File: src/rtl/snitch_lsu_rob.sv
// snitch_lsu_rob -- reorder buffer for in-flight loads.
//
// Requests allocate a slot (meta ID) in allocation order. Memory responses
// may come back in any order, each tagged with its meta ID. Completed
// entries retire strictly in allocation order from the head of the ring.
//
// Ports:
//   clk_i, rst_i                 clock, synchronous active-high reset
//   req_valid_i / req_ready_o    slot allocation handshake
//   req_id_o                     meta ID granted on the allocation handshake
//   resp_valid_i, resp_id_i,
//   resp_data_i, resp_error_i    memory response (no backpressure)
//   out_valid_o / out_ready_i    in-order retirement handshake
//   out_data_o, out_error_o      contents of the retiring (head) entry
//   count_o                      number of slots currently allocated
//   spurious_o                   one-cycle pulse, one cycle after a response
//                                hitting a free or already-completed slot
module snitch_lsu_rob #(
   parameter int unsigned DataWidth      = 32,
   parameter int unsigned NumOutstanding = 8,
   localparam int unsigned IdWidth       = $clog2(NumOutstanding)
) (
   input  logic                 clk_i,
   input  logic                 rst_i,
   input  logic                 req_valid_i,
   output logic                 req_ready_o,
   output logic [IdWidth-1:0]   req_id_o,
   input  logic                 resp_valid_i,
   input  logic [IdWidth-1:0]   resp_id_i,
   input  logic [DataWidth-1:0] resp_data_i,
   input  logic                 resp_error_i,
   output logic                 out_valid_o,
   input  logic                 out_ready_i,
   output logic [DataWidth-1:0] out_data_o,
   output logic                 out_error_o,
   output logic [IdWidth:0]     count_o,
   output logic                 spurious_o
);

   // Pointers wrap by natural overflow, which is only correct for a
   // power-of-two depth.
   if (NumOutstanding < 2 || (NumOutstanding & (NumOutstanding - 1)) != 0) begin : g_bad_depth
      $error("snitch_lsu_rob: NumOutstanding must be a power of two >= 2");
   end

   localparam logic [IdWidth:0] Depth = (IdWidth+1)'(NumOutstanding);

   logic [NumOutstanding-1:0][DataWidth-1:0] data_q;
   logic [NumOutstanding-1:0]                err_q;
   logic [NumOutstanding-1:0]                alloc_q;
   logic [NumOutstanding-1:0]                done_q;
   logic [IdWidth-1:0]                       head_q, tail_q;
   logic [IdWidth:0]                         count_q;
   logic                                     spurious_q;

   logic push, pop, resp_hit;

   // Ready depends only on the registered count: a slot freed by a retire
   // becomes allocatable one cycle later.
   assign req_ready_o = (count_q < Depth);
   assign req_id_o    = tail_q;
   assign out_valid_o = alloc_q[head_q] & done_q[head_q];
   assign out_data_o  = data_q[head_q];
   assign out_error_o = err_q[head_q];
   assign count_o     = count_q;
   assign spurious_o  = spurious_q;

   assign push = req_valid_i & req_ready_o;
   assign pop  = out_valid_o & out_ready_i;
   // Uses the pre-edge alloc bit, so a response to the slot being allocated
   // in the same cycle is spurious.
   assign resp_hit = resp_valid_i & alloc_q[resp_id_i] & ~done_q[resp_id_i];

   // push (tail, alloc=0), resp_hit (alloc=1, done=0) and pop (done=1)
   // always target distinct slots, so their updates never collide.
   always_ff @(posedge clk_i) begin
      if (rst_i) begin
         head_q     <= '0;
         tail_q     <= '0;
         count_q    <= '0;
         alloc_q    <= '0;
         done_q     <= '0;
         spurious_q <= 1'b0;
      end else begin
         spurious_q <= resp_valid_i & ~resp_hit;
         if (push) begin
            alloc_q[tail_q] <= 1'b1;
            done_q[tail_q]  <= 1'b0;
            tail_q          <= tail_q + 1'b1;
         end
         if (resp_hit) begin
            done_q[resp_id_i] <= 1'b1;
         end
         if (pop) begin
            alloc_q[head_q] <= 1'b0;
            done_q[head_q]  <= 1'b0;
            head_q          <= head_q + 1'b1;
         end
         case ({push, pop})
            2'b10:   count_q <= count_q + 1'b1;
            2'b01:   count_q <= count_q - 1'b1;
            default: count_q <= count_q;
         endcase
      end
   end

   // Payload storage needs no reset; it is only observed once done is set.
   always_ff @(posedge clk_i) begin
      if (!rst_i && resp_hit) begin
         data_q[resp_id_i] <= resp_data_i;
         err_q[resp_id_i]  <= resp_error_i;
      end
   end

endmodule
File: config.mk
export PLATFORM = sky130hd
export DESIGN_NAME = snitch_lsu_rob
export DESIGN_NICKNAME = d
export VERILOG_FILES = /design/src/rtl/snitch_lsu_rob.sv
export SDC_FILE = /design/constraint.sdc
export NUM_CORES = 1
export LEC_CHECK = 0
export ABC_AREA = 1
export CAP_MARGIN = 20
export CORE_AREA = 3 3 171 173
export DETAILED_ROUTE_END_ITERATION = 8
export DIE_AREA = 0 0 174 176
export MAX_ROUTING_LAYER = met4
export PLACE_DENSITY = 0.7
export SLEW_MARGIN = 0
export SYNTH_ARGS = -nofsm -noshare
export SYNTH_HDL_FRONTEND = slang
export SYNTH_SLANG_ARGS = --single-unit
File: constraint.sdc
create_clock -name clk_i -period 3.4 [get_ports clk_i]
set_clock_uncertainty 0.15 [all_clocks]
set_input_delay 0.51 -clock clk_i [delete_from_list [all_inputs] [get_ports clk_i]]
set_output_delay 0.51 -clock clk_i [all_outputs]
set_load 0.01 [all_outputs]
==> results.toml <==
[worst_setup_path]
crit_cells = 5
path_buf_inv = 3
path_class = "register to output pin"
reg2regPathDepth = 18
arrival_ns = 2.59
slowest_stage = "clkdlybuf4s50_1"
critPathLaunchType = "register"
cp-end-kind = "output pin"
worstPathRequired_ns = 2.74
worstPathCellList = "inv_4 > buf_16 > nor2_1 > o2111ai_1 > clkdlybuf4s50_1"
cp_max_fo = 92
max_stage_delay_ns = 0.62
cpLargestDelayFamily = "buffers and inverters"

[global_routing]
track_usage = 0.1668
gr-total-overflow = 0
grt_pass1_vias = 7316
grt_pass1_wl_um = 39870
grt_max_degree = 93
antenna_found_initial = 0

[power_and_ir_drop]
power.total_w = 0.006987
p_per_area_nw_per_um2 = 497.9
p_leak_nw = 4.680
max-vdd-ir-drop_mv = 0.3922

[synth]
synthFlopType = "edfxtp_1"
ys_types = 30
async_reset_ff_frac = 0
syn_inst = 929
synth-edff-count = 264
syn-num-nets = 975
syn_area_um2 = 11690
avgSynthCellArea_um2 = 12.59
ys_warn_count = 0
ys_seq_elements = 291
ys_seq_area_frac = 0.7242

[route]
routed_wl_um = 24980
vias = 7353
route.detailed.drc = 0
wire_per_inst_um = 17.71
dr.pass1.iters = 6
drt_iter0_drc = 789
routed_via_density = 5.211
ant_nets = 0

[timing]
timing.fmax_ghz = 0.3078
slew_violations = 0
tns_ns = 0
report.final.hold_viol_count = 0
worstMarginPinSlew_ns = 0.5202
post-route-min-period_ns = 3.249
setup_viol_count_final = 0
fin_crit_sh = 0.9556
holdWs_ns = 0.3342
relSlewSlack = 0.6519
rsz0062_at_grt = "true"

[clock_network]
cts_max_level = 1
cts_sinks = 291
ctsLongestPathBuffers = 3
cts_tree = "built"
holdBufCountCts = 0
clkTransAtPathRegs_ns = 0.06
numCtsBuffers = 29
clk_latency_ns = 0.54
root_buffer = "clkbuf_16"

[min_path]
min-delay-path-class = "register to register"
holdPathStages = 2

[die]
core_um2 = 27780
die_h_um = 176
initial_core_util = 0.4209
rows = 61
die-area_um2 = 30620
pin_count = 84
die_w_um = 174

[cells_and_area]
nets = 1061
synthToLayoutAreaGrowth_pct = 20.02
drive_above_1_share = 0.08325
layout.core_utilization = 0.5051
n_antenna_cell = 0

[placement]
gp_congestion = 0.8718
portBuffers = 83
dp_hpwl_um = 14810

[outcome]
status = "completed"

[flow_run]
maxCapViolCount = 0
worst min-delay path: cells and delay by family (launching register included):
kind               cells  cell delay, ns
and+or+nand+nor        1            0.08
AOI/OAI and AO/OA      1            0.04
DFF                    1            0.33
final timing paths:
kind	start	to	slack, ns
worst min-delay path	alloc_q[0]	alloc_q[0]	0.33
worst max-delay path	head_q[0]	out_error_o	0.15
worst max register to register	head_q[2]	count_o[2]	0.56
worst min register to register	alloc_q[0]	alloc_q[0]	0.33
power by group:
group / switching [W] / total (W) / internal (W) / leakage (nW)
combinational: 0.000114 / 0.000191 / 0.0000772 / 1.67
sequential: 0.0000125 / 0.00392 / 0.00391 / 2.59
clock: 0.00123 / 0.00287 / 0.00164 / 0.416
per-layer routing:
metal  global-route usage  share of wire
met5                    -              0
met4              0.04457          0.022
met3              0.02753          0.053
met2               0.2644           0.48
met1               0.2263           0.45
flip-flops by register name (all words and copies together), names as in the netlist:
signal	flops
head_q	3
err_q	8
data_q	256
req_id_o	3
spurious_o	1
alloc_q	8
done_q	8
count_o	4
cells in the mapped netlist, types with 2 or more instances:
cell type  instances  area, um2
buf_1              4      15.01
inv_1             42      157.7
nand3_1           25      125.1
dfxtp_1           27      540.5
buf_2             19      95.09
a31oi_1            3      18.77
o21ai_0          137      685.7
buf_4              3      22.52
nor2_1           141      529.3
buf_6              3      33.78
inv_2              3      11.26
ha_1               5      62.56
o21a_1            64      480.5
nand2_1           87      326.6
edfxtp_1         264       7928
nand4_1           11      68.82
nor2_2             4      25.02
a21oi_1           13      65.06
clkbuf_1          24      90.09
o2111ai_1         32      280.3
nand2_2            2      12.51
nor3_1             4      20.02
xor2_1             5      43.79
repair_timing:
item,in CTS,in global routing
gates cloned,0,0
setup endpoints to repair,8,17
pin swaps,1,0
resized for setup,0,4
setup buffers,4,0
layout by cell type, fill, tap and decap left out, types with 11 or more instances in the layout:
cell type | Yosys | layout
dfxtp_1 | 27 | 24
nor2_4 | 1 | 12
o21ai_0 | 137 | 137
o2111ai_1 | 32 | 32
nand3_1 | 25 | 25
inv_1 | 42 | 42
nand4_1 | 11 | 11
nand2_1 | 87 | 87
buf_12 | 0 | 12
a21oi_1 | 13 | 13
clkdlybuf4s50_1 | 0 | 83
edfxtp_1 | 264 | 264
nor2_1 | 141 | 132
o21a_1 | 64 | 64
buf_4 | 3 | 11
clkbuf_16 | 0 | 30
per-stage QoR:
stage / cells / setup WS [ns] / cell area [um2]
2_1_floorplan: 929 / 0.04743 / 11690
3_3_place_gp: 1358 / 0.4320 / 13120
3_5_place_dp: 1358 / 0.3122 / 13120
4_1_cts: 1411 / 0.01750 / 14020
5_1_grt: 1411 / -0.01221 / 14030
6_report: 1411 / 0.1508 / 14030
layout make-up:
class | count | area, um2
fill | 2369 | 13750
tap | 378 | 473.0
sequential | 291 | 8474
multi-input combinational | 539 | 2872
clock buffer | 43 | 814.5
timing repair buffer | 108 | 1192
inverter | 46 | 175.2
clock inverter | 6 | 32.53
kinds of logic after synthesis:
| group | after synthesis | share of synthesized area |
|---|---|---|
| XOR/XNOR | 6 | 0.004494 |
| adder cells (fa/ha/maj) | 5 | 0.005350 |
| flip-flops | 291 | 0.7242 |
| AND/OR/NAND/NOR | 275 | 0.09567 |
| AO/OA/AOI/OAI | 253 | 0.1334 |
| buffers and inverters | 99 | 0.03681 |
Note: power is estimated with default switching activity, not from simulation.
